===== src/rtl/fir_sample_sequencer.sv =====
// Sample-rate sequencer: phase-accumulator strobe, one-entry input hold, FIR issue with
// credit-limited in-flight count, FWFT result FIFO. Define FIR_SEQ_STATS_EN for missed_tick_cnt.
module fir_sample_sequencer #(
    parameter int DW         = 16,
    parameter int PHASE_W    = 24,
    parameter int PHASE_INC  = 14797,
    parameter int FIFO_DEPTH = 4
) (
    input  logic          clk,
    input  logic          rst_n,
    input  logic          enable,
    input  logic [DW-1:0] in_data,
    input  logic          in_valid,
    output logic          in_ready,
    output logic [DW-1:0] fir_din,
    output logic          fir_nd,
    input  logic          fir_rfd,
    input  logic          fir_rdy,
    input  logic [DW-1:0] fir_dout,
    output logic [DW-1:0] out_data,
    output logic          out_valid,
    input  logic          out_ready,
    output logic          busy,
    output logic [15:0]   missed_tick_cnt
);
    localparam int AW = $clog2(FIFO_DEPTH);
    localparam int CW = AW + 1;
    localparam logic [CW:0] DEPTH_C = (CW+1)'(FIFO_DEPTH);
    localparam logic [PHASE_W:0] INC_C = (PHASE_W+1)'(PHASE_INC);

    typedef enum logic [1:0] {IDLE, RUN, DRAIN} state_t;

    state_t             state;
    logic [PHASE_W-1:0] acc;
    logic [PHASE_W:0]   acc_sum;
    logic               tick;
    logic               pending;
    logic [DW-1:0]      hold;
    logic               hold_valid;
    logic [CW-1:0]      outstanding;
    logic [CW-1:0]      fifo_count;
    logic [CW:0]        credit_used;
    logic [AW-1:0]      wptr, rptr;
    logic [DW-1:0]      mem [FIFO_DEPTH];
    logic               issue, xfer, fifo_wr, fifo_rd;

    assign acc_sum     = {1'b0, acc} + INC_C;
    // Results already in the FIFO plus those still inside the core must fit in the FIFO.
    assign credit_used = {1'b0, outstanding} + {1'b0, fifo_count};
    assign issue       = (state == RUN) && pending && hold_valid && fir_rfd && (credit_used < DEPTH_C);
    assign in_ready    = !hold_valid || issue;
    assign xfer        = in_valid && in_ready;
    assign fifo_wr     = fir_rdy && (outstanding != '0);
    assign fifo_rd     = out_valid && out_ready;
    assign out_valid   = (fifo_count != '0);
    assign out_data    = out_valid ? mem[rptr] : '0;
    assign busy        = (state != IDLE);

    always_ff @(posedge clk or negedge rst_n) begin
        if (!rst_n) begin
            state <= IDLE;
        end else begin
            case (state)
                IDLE:    if (enable) state <= RUN;
                // A same-cycle issue still leaves a result to collect.
                RUN:     if (!enable) state <= ((outstanding != '0) || issue) ? DRAIN : IDLE;
                DRAIN:   if (outstanding == '0) state <= IDLE;
                default: state <= IDLE;
            endcase
        end
    end

    always_ff @(posedge clk or negedge rst_n) begin
        if (!rst_n) begin
            acc     <= '0;
            tick    <= 1'b0;
            pending <= 1'b0;
        end else begin
            if (state == RUN) begin
                {tick, acc} <= acc_sum;
            end else begin
                acc  <= '0;
                tick <= 1'b0;
            end
            if (tick)       pending <= 1'b1;
            else if (issue) pending <= 1'b0;
        end
    end

    always_ff @(posedge clk or negedge rst_n) begin
        if (!rst_n) begin
            hold        <= '0;
            hold_valid  <= 1'b0;
            fir_nd      <= 1'b0;
            fir_din     <= '0;
            outstanding <= '0;
        end else begin
            if (xfer) begin
                hold       <= in_data;
                hold_valid <= 1'b1;
            end else if (issue) begin
                hold_valid <= 1'b0;
            end
            fir_nd <= issue;
            if (issue) fir_din <= hold;
            if (issue && !fifo_wr)      outstanding <= outstanding + 1'b1;
            else if (!issue && fifo_wr) outstanding <= outstanding - 1'b1;
        end
    end

    always_ff @(posedge clk or negedge rst_n) begin
        if (!rst_n) begin
            wptr       <= '0;
            rptr       <= '0;
            fifo_count <= '0;
        end else begin
            if (fifo_wr) wptr <= wptr + 1'b1;
            if (fifo_rd) rptr <= rptr + 1'b1;
            if (fifo_wr && !fifo_rd)      fifo_count <= fifo_count + 1'b1;
            else if (fifo_rd && !fifo_wr) fifo_count <= fifo_count - 1'b1;
        end
    end

    always_ff @(posedge clk) begin
        if (fifo_wr) mem[wptr] <= fir_dout;
    end

`ifdef FIR_SEQ_STATS_EN
    logic [15:0] missed_q;

    always_ff @(posedge clk or negedge rst_n) begin
        if (!rst_n) begin
            missed_q <= '0;
        end else if (tick && pending && !issue && (missed_q != 16'hFFFF)) begin
            missed_q <= missed_q + 1'b1;
        end
    end

    assign missed_tick_cnt = missed_q;
`else
    assign missed_tick_cnt = '0;
`endif

endmodule


===== config.mk =====
export PLATFORM = sky130hd
export DESIGN_NAME = fir_sample_sequencer
export DESIGN_NICKNAME = d
export VERILOG_FILES = /design/src/rtl/fir_sample_sequencer.sv
export SDC_FILE = /design/constraint.sdc
export NUM_CORES = 1
export LEC_CHECK = 0
export ABC_CLOCK_PERIOD_IN_PS = 2600
export CAP_MARGIN = 0
export CORE_MARGIN = 2
export CORE_UTILIZATION = 54
export DETAILED_ROUTE_END_ITERATION = 8
export PLACE_DENSITY = 0.9
export SYNTH_ARGS = -nofsm -noshare
export SYNTH_HDL_FRONTEND = slang
export SYNTH_SLANG_ARGS = --single-unit

===== constraint.sdc =====
create_clock -name clk -period 2.6 [get_ports clk]
set_input_delay 0.65 -clock clk [delete_from_list [all_inputs] [get_ports clk]]
set_output_delay 0.65 -clock clk [all_outputs]
set_load 0.02 [all_outputs]

; ---- Yosys cells after proc, flatten, opt, wreduce, memory -nomap -nowiden
; Memory sizes are Yosys's and may differ from the RTL's.
; Cells that the tools add are included.
; Widths: inputs -> output; s select.
[totals]
in_bits = 39
ramBits = 64
ff_bits = 72
mem_count = 1
wordCells = 71
output_inout_bits = 52
[mem_list]
columns = memory, words, word_bits, rd, rd_ports_with_merged_regs, wr, line
row1 = mem, 4, 16, 1, 0, 1, 44  ; logic [DW-1:0] mem [FIFO_DEPTH];
[classes]
mux = 17
n_lt_le_gt_ge = 1
add_sub_neg = 8
n_reduce_logical = 27
eq_ne = 5
[ops]
columns = op, count
row1 = $add 24x14->25 const B, 1
row2 = $mux 24, 1
row3 = $mux 16, 1
row4 = $mux 3, 4
row5 = $logic_and 1x1->1, 11
row6 = $reduce_bool 2->1, 5
row7 = $mux 2, 4
row8 = $add 3x1->3 const B, 2
row9 = $mux 1, 6
row10 = $ne 2x2->1 const B, 3
row11 = $pmux 2 s3, 1
row12 = $reduce_bool 3->1, 2
row13 = $sub 3x1->3 const B, 2
row14 = $add 2x1->2 const B, 2
row15 = $add 3x3->4, 1
row16 = $logic_not 1->1, 4
row17 = $lt 4x3->1 const B, 1
row18 = $logic_not 3->1, 1
row19 = $reduce_and 3->1, 1
row20 = $eq 2x1->1 const B, 1
row21 = $eq 2x2->1 const B, 1
row22 = $logic_not 2->1, 1
row23 = $logic_or 1x1->1, 2

; ---- Logic depth before layout (Yosys ltp)
; Gate-level depths: netlist of the first run.
[logic_depth]
word_depth = 9
depth_mapped = 11
mapped_depth_nobuf = 10

; ---- Least setup slack after synthesis of the first run
; OpenSTA, ideal clock, no wires.
[synth_path]
path_type = register to register
from = register outstanding[2]
to = register outstanding[2]
arrival_time_ns = 2.296
setup_time_ns = 0.079
path_buffers = 1
path_stages_with_launch = 12
t_required_ns = 2.521
slack_ns = 0.225
synth_period_minus_slack_ns = 2.375
cell_sequence = dfrtp_1 ha_1 and4bb_2 nand4_4 buf_2 inv_1 ha_1 inv_1 fa_1 xor2_1 nor2_1 xor2_1
[synth_via]
elab_chain_cells = 6
word_cells_on_any_way = 14
classes_between = add/sub: 3 / order compare: 1 / mux: 2 / reduce/logical: 8
[synth_rtl]
columns = element, line
row1 = "start, declared", 40  ; logic [CW-1:0] outstanding;
row2 = "start signal, assigned", 106  ; if (issue && !fifo_wr) outstanding <= outstanding + 1'b1;
row3 = "start signal, assigned", 107  ; else if (!issue && fifo_wr) outstanding <= outstanding - 1'b1;
row4 = $add 3x3->4 *, 49  ; assign credit_used = {1'b0, outstanding} + {1'b0, fifo_count};
row5 = $lt 4x3->1 *, 50  ; assign issue = (state == RUN) && pending && hold_valid && fir_rfd && (credit_used < DEPTH_C);
row6 = $logic_and 1x1->1 *, 50
row7 = named net issue, 45  ; logic issue, xfer, fifo_wr, fifo_rd;
row8 = $logic_not 1->1, 107
row9 = $logic_and 1x1->1, 107
row10 = $reduce_bool 2->1 (no source line), -
; The timed path passes the listed nets; every way through them passes the cells marked *. The select of a mux whose other input is x is not followed.
; A chain may end at the register's enable or synchronous reset.

; ---- Worst setup path in the final report of the first run
[layout_path]
from = register rptr[0]
to = output port out_data[11]
[layout_via]
elab_chain_cells = 2
[layout_rtl]
columns = element, line
row1 = "start, declared", 43  ; logic [AW-1:0] wptr, rptr;
row2 = "start signal, assigned", 118  ; if (fifo_rd) rptr <= rptr + 1'b1;
row3 = $mem_v2 4x16, -
row4 = $mux 16, 56  ; assign out_data = out_valid ? mem[rptr] : '0;
row5 = "end, declared", 20  ; output logic [DW-1:0] out_data,
; No other way between the ends.

==> results.sh, run 1 <==
export IMPL_cts_hold_fix_buffers=0
export IMPL_vias=3454
export IMPL_leakage_uw=0.00314
export IMPL_skew_ns=0.00867
export IMPL_crit_fanout=4
export IMPL_detail_route_antenna_nets=0
export IMPL_hold_class="in2async"
export IMPL_fp_coreArea_um2=10400
export IMPL_power_frac_seq=0.374
export IMPL_clk_pin_slew_ns=0.06
export IMPL_regArea_um2=3720
export IMPL_final_max_slew_viol_count=0
export IMPL_rsz0062_at_grt="true"
export IMPL_nets=536
export IMPL_peakVddDrop_mv=0.667
export IMPL_final_area_um2=7460
export IMPL_synth_edff_count=64
export IMPL_place_area_um2=6740
export IMPL_hold_viol_final=0
export IMPL_dr_pass1_iters=4
export IMPL_drt_wl_total_um=11500
export IMPL_yosysWarnings=0
export IMPL_ios=91
export IMPL_tightestPinTransition_ns=0.746
export IMPL_cts_root_buf="clkbuf_8"
export IMPL_drc=0
export IMPL_syn_cell_area_um2=5820
export IMPL_n_antenna_cell=0
export IMPL_grt_max_degree=40
export IMPL_finalSetupViolCount=12
export IMPL_start_kind="flip-flop"
export IMPL_htreeDepth=4
export IMPL_crit_required_ns=1.95
export IMPL_crit_family="multiplexers"
export IMPL_dieArea_um2=11600
export IMPL_max_freq_mhz=380
export IMPL_pwr_share_comb=0.366
export IMPL_drt_first_iter_violations=120
export IMPL_clkPwrFrac=0.261
export IMPL_relSlewSlack=0.503
export IMPL_portBuffers=74
export IMPL_grt_pass1_wl_um=18100
export IMPL_max_stage_delay_ns=0.49
export IMPL_post_drt_wl_per_cell_um=18.1
export IMPL_maxCapViolCount=0
export IMPL_cts_tree="built"
export IMPL_area_delta_synth_final_pct=28.1
export IMPL_min_period_ns=2.63
export IMPL_syn_avg_cell_area_um2=15.3
export IMPL_fp_dieH_um=108
export IMPL_intPower_uw=5410
export IMPL_synth_cell_types=50
export IMPL_multi_input_area_um2=1970
export IMPL_num_rows=37
export IMPL_ys_async_sr_fraction=0.529
export IMPL_dpl_hpwl_um=7480
export IMPL_die_w_um=108
export IMPL_ys_flop_type="dfrtp_1"
export IMPL_power_per_cell_area_nw_per_um2=1080
export IMPL_endpoint_kind="output port"
export IMPL_crit_chain="clkbuf_16 > mux4_2 > and2_4 > buf_6"
export IMPL_mostFrequentLayoutCell="dfrtp_1"
export IMPL_grt_pass1_vias=3664
export IMPL_status="finished with violations"
export IMPL_setup_slack_ns=-0.0317
export IMPL_ys_seq_area_frac=0.639
export IMPL_fin_util=0.716
export IMPL_netlist_instances=381
export IMPL_grt_usage=0.211
export IMPL_total_power_uw=8040
export IMPL_cts_max_path_buffers=2
export IMPL_cts_made_buffers=17
export IMPL_numPlacedInstances=593
export IMPL_antenna_found_initial=0
export IMPL_layout_common_cells="dfrtp_1, edfxtp_1, clkdlybuf4s50_1"
export IMPL_gp_congestion=0.738
export IMPL_via_per_inst=5.44
export IMPL_fill_cells=620
export IMPL_drive_above_1_share=0.309
export IMPL_clock_latency_ns=0.52
export IMPL_cpMaxStageDelayCell="mux4_2"
export IMPL_netSwitchingPower_uw=2620
export IMPL_grt_overflow=0
export IMPL_worst_endpoint_arrival_ns=1.98
export IMPL_violations="setup timing"
export IMPL_initial_utilization=0.559
export IMPL_setup_worst_path_class="reg2out"
export IMPL_clock_sinks=136
export IMPL_p_sw_frac=0.326
export IMPL_fin_crit_sh=1.01
export IMPL_critPathBufInv=2
export IMPL_fin_cells=635
export IMPL_synth_seq_cells=136
[cells by family after synthesis]
group	Yosys count	share of synthesized area
buffers and inverters	37	0.0391
AO/OA/AOI/OAI	38	0.0473
flip-flops	136	0.639
adder cells (fa/ha/maj)	11	0.0262
AND/OR/NAND/NOR	88	0.0834
XOR/XNOR	20	0.0301
multiplexers	50	0.134
other	1	0.000644
[worst reg2reg max path: stages, from the launching register on]
cell and delay, ns:
dfrtp_1 0.39, ha_1 0.30, and4bb_2 0.35, nand4_4 0.14
buf_12 0.16, inv_1 0.06, ha_2 0.17, inv_1 0.05
fa_1 0.37, xor2_1 0.16, nor2_1 0.16, xor2_1 0.14
[Yosys cell counts, types with 2 or more instances]
| master | n | area share |
|---|---|---|
| edfxtp_1 | 64 | 0.33 |
| xor2_1 | 9 | 0.014 |
| buf_2 | 5 | 0.0043 |
| and4_1 | 2 | 0.0030 |
| buf_6 | 3 | 0.0058 |
| o211ai_1 | 4 | 0.0052 |
| o21ai_0 | 7 | 0.0060 |
| or3_1 | 5 | 0.0054 |
| and2_1 | 21 | 0.023 |
| ha_1 | 9 | 0.019 |
| clkbuf_1 | 6 | 0.0039 |
| nand4_1 | 3 | 0.0032 |
| nor3_1 | 5 | 0.0043 |
| mux2_4 | 10 | 0.026 |
| nor2_1 | 18 | 0.012 |
| mux4_2 | 16 | 0.062 |
| nand3_1 | 4 | 0.0034 |
| buf_4 | 16 | 0.021 |
| a31o_2 | 3 | 0.0045 |
| mux2_2 | 24 | 0.046 |
| a21oi_1 | 9 | 0.0077 |
| inv_1 | 7 | 0.0045 |
| nor2b_1 | 4 | 0.0043 |
| fa_1 | 2 | 0.0069 |
| nand2_1 | 17 | 0.011 |
| xnor2_1 | 11 | 0.017 |
| a21o_1 | 2 | 0.0026 |
| dfrtp_1 | 72 | 0.31 |
| or4_1 | 2 | 0.0026 |
[through the flow]
step	hold slack [ns]	setup WS, ns	setup TNS, ns
after floorplan	0.354	0.225	0
after global placement	0.437	-0.176	-0.465
after detailed placement	0.438	-0.283	-0.633
after CTS	0.199	-0.110	-0.893
after global routing	0.237	-0.0952	-1.28
final	0.198	-0.0317	-0.166
[layout make-up]
class | count | share of cell area
Timing Repair Buffer | 101 | 0.140
Tap cell | 136 | 0.0228
Inverter | 7 | 0.00352
Sequential cell | 136 | 0.499
Clock buffer | 18 | 0.0560
Multi-Input combinational cell | 223 | 0.265
Clock inverter | 14 | 0.0133
[path summary, 6_finish.rpt]
| check | startpoint | end | slack [ns] | cells after the start |
|---|---|---|---|---|
| worst max-delay path | rptr[0] | out_data[11] | -0.03 | 4 |
| min in group clk | tick | pending | 0.45 | 1 |
| worst min register to register | tick | pending | 0.45 | 1 |
| worst min-delay path | rst_n | hold[6] | 0.20 | 1 |
| max in group asynchronous | rst_n | rptr[0] | 1.73 | 2 |
| worst max register to register | outstanding[2] | outstanding[2] | 0.09 | 11 |
[power by group through the flow]
stage | combinational, µW | clock (µW) | sequential (µW)
after floorplan | 1700 | 0 | 2930
after global placement | 2450 | 0 | 2980
after detailed placement | 2580 | 0 | 3020
after CTS | 2930 | 2120 | 3010
after global routing | 3180 | 2230 | 3050
final | 2940 | 2090 | 3000
[per-layer routing]
metal / global-route usage / part of all wire / routed length [µm] / up-vias
li1: - / - / - / 1571
met5: 0 / 0 / 0 / -
met3: 0.0678 / 0.058 / 664 / 20
met1: 0.244 / 0.40 / 4640 / 1731
met4: 0.0714 / 0.016 / 184 / 0
met2: 0.369 / 0.52 / 6000 / 132
[sequential cells by signal, summed over array words and instances (netlist names), 2 cells and up]
signal       count
hold            16
outstanding      3
acc             24
rptr             2
state            2
fifo_count       3
mem             64
fir_din         16
wptr             2
[timing repair]
item / CTS / global route
gates cloned: 2 / 1
hold endpoints to repair: 0 / 0
pin swaps: 5 / 4
endpoints found under the setup margin: 19 / 19
resized for setup: 118 / 12
buffers inserted: 2 / 5
Power figures use the tool's default switching activity.
==> run 2: changes to the inputs <==
- CORE_UTILIZATION: 54 -> 40
- PLACE_DENSITY: 0.9 -> 0.72
==> results.sh, run 2 (synthesis results as in run 1) <==
export IMPL_r2r_start="outstanding[2]"
export IMPL_skew_ns=0.0132
export IMPL_met3_usage=0.0533
export IMPL_worst_endpoint_arrival_ns=1.88
export IMPL_crit_required_ns=1.95
export IMPL_largest_register="mem"
export IMPL_peakVddDrop_mv=0.504
export IMPL_leakage_uw=0.00307
export IMPL_drt_wl_total_um=10500
export IMPL_post_drt_wl_per_cell_um=15.5
export IMPL_setup_slack_ns=0.0719
export IMPL_endpoint_kind="output port"
export IMPL_die_w_um=125
export IMPL_mostFrequentLayoutCell="dfrtp_1"
export IMPL_layout_common_cells="dfrtp_1, edfxtp_1, clkdlybuf4s50_1"
export IMPL_netSwitchingPower_uw=2430
export IMPL_fin_crit_sh=0.972
export IMPL_dr_pass1_iters=4
export IMPL_fin_cells=678
export IMPL_max_freq_mhz=396
export IMPL_clock_latency_ns=0.41
export IMPL_power_per_cell_area_nw_per_um2=1040
export IMPL_r2r_end="outstanding[2]"
export IMPL_numPlacedInstances=642
export IMPL_grt_max_degree=40
export IMPL_cts_made_buffers=17
export IMPL_clkPwrFrac=0.294
export IMPL_min_period_ns=2.53
export IMPL_grt_pass1_vias=3399
export IMPL_p_sw_frac=0.314
export IMPL_grt_use_met2=0.224
export IMPL_drt_first_iter_violations=230
export IMPL_relSlewSlack=0.498
export IMPL_crit_fanout=7
export IMPL_dpl_hpwl_um=6830
export IMPL_start_kind="flip-flop"
export IMPL_gp_congestion=0.780
export IMPL_fill_cells=1154
export IMPL_busiest_layer="met2"
export IMPL_grt_pass1_wl_um=17200
export IMPL_hold_class="in2async"
export IMPL_setup_worst_path_class="reg2out"
export IMPL_num_rows=44
export IMPL_dieArea_um2=15500
export IMPL_initial_utilization=0.405
export IMPL_final_max_slew_viol_count=0
export IMPL_dp_slack_ns=-0.301
export IMPL_htreeDepth=4
export IMPL_tightestPinTransition_ns=0.753
export IMPL_drc=0
export IMPL_ios=91
export IMPL_via_per_inst=4.86
export IMPL_critPathLaunch="rptr[0]"
export IMPL_grt_usage=0.141
export IMPL_fp_coreArea_um2=14400
export IMPL_vias=3298
export IMPL_largest_register_ffs=64
export IMPL_grt_overflow=0
export IMPL_status="complete, no violations"
export IMPL_drive_above_1_share=0.261
export IMPL_clock_sinks=136
export IMPL_cts_tree="built"
export IMPL_fp_dieH_um=125
export IMPL_top_regs="mem x64, acc x24"
export IMPL_rsz0062_at_grt="true"
export IMPL_clk_pin_slew_ns=0.05
export IMPL_r2r_slack_ns=0.12
export IMPL_n_antenna_cell=0
export IMPL_finalSetupViolCount=0
export IMPL_portBuffers=74
export IMPL_intPower_uw=5300
export IMPL_worst_r2r_cell_count=11
export IMPL_detail_route_antenna_nets=0
export IMPL_pwr_share_comb=0.321
export IMPL_antenna_found_initial=0
export IMPL_maxCapViolCount=0
export IMPL_cts_root_buf="clkbuf_16"
export IMPL_nets=531
export IMPL_met1_usage=0.178
export IMPL_cts_max_path_buffers=2
export IMPL_power_frac_seq=0.385
export IMPL_fin_util=0.517
export IMPL_hold_viol_final=0
export IMPL_area_delta_synth_final_pct=27.5
==> run 2: layout make-up <==
type                       instances  area (µm²)  area share
sequential                       136        3720       0.502
inverter                           7        26.3     0.00354
clock buffer                      20         437      0.0588
timing repair buffer              96         948       0.128
multi-input combinational        223        1930       0.260
tap                              184         230      0.0310
clock inverter                    12         129      0.0174
==> run 2: power by group through the flow <==
stage	sequential [µW]	combinational [µW]	clock, µW
2_1_floorplan	2930	1700	0
3_3_place_gp	2980	2600	0
3_5_place_dp	3010	2640	0
4_1_cts	2970	2560	2320
5_1_grt	3030	2720	2430
6_report	2980	2480	2270
==> run 2: worst max-delay path by stage <==
stage	end	cells past startpoint
after floorplan	outstanding[2]	11
after global placement	in_ready	5
after detailed placement	outstanding[2]	11
after CTS	out_data[14]	4
after global routing	outstanding[2]	11
final	out_data[15]	5
==> run 2: layer usage <==
layer / wire, µm / part of all wire / up-vias
met5: 0 / 0 / -
met4: 123 / 0.012 / 0
met3: 670 / 0.064 / 10
met2: 4930 / 0.47 / 91
met1: 4760 / 0.45 / 1632
li1: - / - / 1565
==> run 2: through the flow <==
step	hold slack (ns)	TNS (ns)	power (µW)	instance area, µm²
after floorplan	0.354	0	4630	5880
after global placement	0.431	-0.775	5580	6880
final	0.297	0	7730	7430
after global routing	0.367	-0.0648	8180	7430
after CTS	0.326	-0.145	7850	7450
after detailed placement	0.420	-0.795	5640	6880
==> run 2: repair_timing <==
action,in CTS,in global routing
hold buffers,0,0
endpoints found under the setup margin,18,18
setup buffers,1,2
resized for setup,40,26
cloned,0,1
==> run 2: worst max-delay path, stage by stage, from the launching register on <==
cell and delay [ns]:
dfrtp_2 0.43, buf_12 0.15, buf_4 0.11, mux4_2 0.47, and2_1 0.16, clkbuf_2 0.15
==> patch (settings of run 2) <==
The option `FIR_SEQ_STATS_EN` is turned on by a define.
--- a/src/rtl/fir_sample_sequencer.sv
+++ b/src/rtl/fir_sample_sequencer.sv
@@ -1,5 +1,7 @@
 // Sample-rate sequencer: phase-accumulator strobe, one-entry input hold, FIR issue with
 // credit-limited in-flight count, FWFT result FIFO. Define FIR_SEQ_STATS_EN for missed_tick_cnt.
+`define FIR_SEQ_STATS_EN
+
 module fir_sample_sequencer #(
     parameter int DW         = 16,
     parameter int PHASE_W    = 24,
Check against the original RTL: no difference found for any inputs over 10 cycles, from zero or initial values and one cycle with rst_n low; that may be too few to reach the edited logic, so the function may still have changed.
==> patch against run 2 <==
Final area grew 14%; total power rose by 8.7%; wire length is 25% higher; critical path type unchanged; synthesized area is 12% higher; fmax down 2.6%; largest power group unchanged; final cell count increased by 21%; clock skew decreased by 4.8 ps; worst setup slack lost 67 ps; register-to-register slack worse by 20 ps; sequential cell count is 16 higher; largest cell class unchanged; critical path depth did not move; first-iteration DRC count up 20%.
==> patch: results <==
metrics = {
    "placed_design": {
        "dp_hpwl_um": 8766,
        "port_buffers": 90,
        "dp.cells": 782,
        "gp_routability_congestion": 0.8000,
    },
    "route": {
        "drt_iter0_markers": 277,
        "wl_um": 13090,
        "avgViaCountPerCell": 5.024,
    },
    "grt": {
        "grt_pass1_vias": 4257,
        "overflow": 0,
        "grt_use_total_pct": 15.58,
        "grt_pass1_wl_um": 21430,
        "grt_max_degree": 36,
        "grt_antenna_before_repair": 0,
    },
    "sta": {
        "slew_viol_final": 0,
        "final.setup_skew_ps": 8.437,
        "slew_headroom_pct": 51.41,
    },
    "yosys": {
        "async_flop_share_pct": 57.89,
        "syn_inst": 476,
        "synth_warnings": 0,
        "syn-num-nets": 527,
        "synth_edf_count": 64,
        "synth_area_leaders": "dfrtp_1, edfxtp_1, mux4_2, nand2_1, xor2_1",
        "ys_dominant_reg_cell": "dfrtp_1",
        "synth.distinct_cells": 55,
        "synth.cells.most_frequent": "dfrtp_1, nand2_1, edfxtp_1, xor2_1, and2_1",
        "ys_seq_area_share_pct": 63.47,
    },
    "layout": {
        "drive_gt1_share_pct": 20.43,
        "fillers": 1348,
        "layout.cells.non_filler": 818,
        "top_regs": "mem: 64 flops, acc: 24 flops",
        "diodes": 0,
        "final_nets": 640,
    },
    "clock_tree": {
        "cts_root_buffer": "clkbuf_16",
        "insertion_delay_ps": 420,
        "ctsLongestPathBuffers": 2,
        "clkTransAtPathRegs_ps": 60,
        "cts_max_level": 4,
    },
    "setup_path": {
        "rrSetupSlack_ps": 100,
        "endpoint": "out_data[7]",
        "cp-end-kind": "output port",
        "crit_path_start": "rptr[0]",
        "path_max_fanout": 7,
        "max_stage_delay_ps": 470,
        "r2r_end": "outstanding[2]",
        "cp.arrival_ps": 1950,
        "r2r_cells": 11,
        "cp_slowest_cell": "dfrtp_2",
    },
    "outcome": {
        "status": "finished, final reports clean",
    },
    "pwr": {
        "switching_share_pct": 31.42,
        "leakagePower_nw": 3.554,
        "ir_drop_mv": 0.4885,
    },
    "worst_hold_path": {
        "hold_class": "in -> async",
    },
}
patch: changes by cell type after synthesis, sizes merged, moves of 7 or more:
| cell | delta |
|---|---|
| buf | -15 |
| dfrtp | +16 |
| mux2 | -15 |
| nand2 | +49 |
| nand3 | +9 |
| nor3 | +7 |
| nor4 | +8 |
| xor2 | +16 |
patch: per-layer routing:
layer / wire length (um) / vias up / part of all wire (%) / global-route usage (%)
met1: 6188 / 2048 / 47 / 20.54
met2: 6307 / 90 / 48 / 25.48
li1: - / 1957 / - / -
met3: 424 / 15 / 3.2 / 3.897
met4: 174 / 0 / 1.3 / 4.831
met5: 0 / - / 0 / 0
patch: cell families (layout without fill, tap and decap cells):
kind of cell | count (synthesis) | after routing | share of synthesized area (%)
and+or+nand+nor | 174 | 174 | 13.77
muxes | 37 | 37 | 9.147
AOI/OAI and AO/OA | 42 | 42 | 4.853
xor gates and xnor gates | 33 | 33 | 4.448
adders and majority gates | 12 | 12 | 2.542
DFF | 152 | 152 | 63.47
buffers and inverters | 26 | 152 | 1.771
patch: critical path, delay by kind of cell, from the launching register on:
kind,cells,cell delay [ps]
multiplexers,1,470
buffers and inverters,3,420
flip-flops,1,470
AND/OR/NAND/NOR,1,160
patch: worst min path at each step:
stage / depth (start not counted) / endpoint / start / slack, ps
finish: 1 / hold[15] / rst_n / 170
global route: 1 / hold[15] / rst_n / 200
CTS: 1 / hold[8] / rst_n / 170
detailed placement: 2 / fir_din[6] / hold[6] / 450
global placement: 2 / fir_din[5] / hold[5] / 450
floorplan: 0 / acc[0] / rst_n / 350
patch: metrics by stage:
step / total power [mW] / area, um2 / setup WS (ps) / hold slack, ps
after detailed placement: 5.906 / 7816 / -255.7 / 448.9
after global placement: 5.809 / 7816 / -249.6 / 453.1
after global routing: 8.826 / 8467 / -66.29 / 200.2
after CTS: 8.442 / 8444 / -10.01 / 173.7
after floorplan: 4.843 / 6497 / 11.53 / 354.4
final: 8.400 / 8467 / 4.714 / 174.1
patch: final cells by class:
cell class | count | area (um2) | area share [%]
flip-flops and latches | 152 | 4125 | 48.72
multi-input cells | 298 | 2268 | 26.79
repair buffers | 112 | 1156 | 13.65
clock buffers | 17 | 425.4 | 5.024
well taps | 216 | 270.3 | 3.192
clock inverters | 15 | 191.4 | 2.261
inverters | 8 | 30.03 | 0.3547
patch: power groups by stage:
stage	registers, mW	clock network, mW	logic (mW)
floorplan	3.19	0	1.65
global placement	3.24	0	2.56
detailed placement	3.28	0	2.63
CTS	3.26	2.60	2.58
global route	3.31	2.70	2.82
finish	3.26	2.55	2.59
patch: what timing repair did:
action / 4_1_cts / 5_1_grt
cloned: 1 / 0
resized for setup: 64 / 10
buffers inserted: 2 / 1
endpoints found under the setup margin: 18 / 13
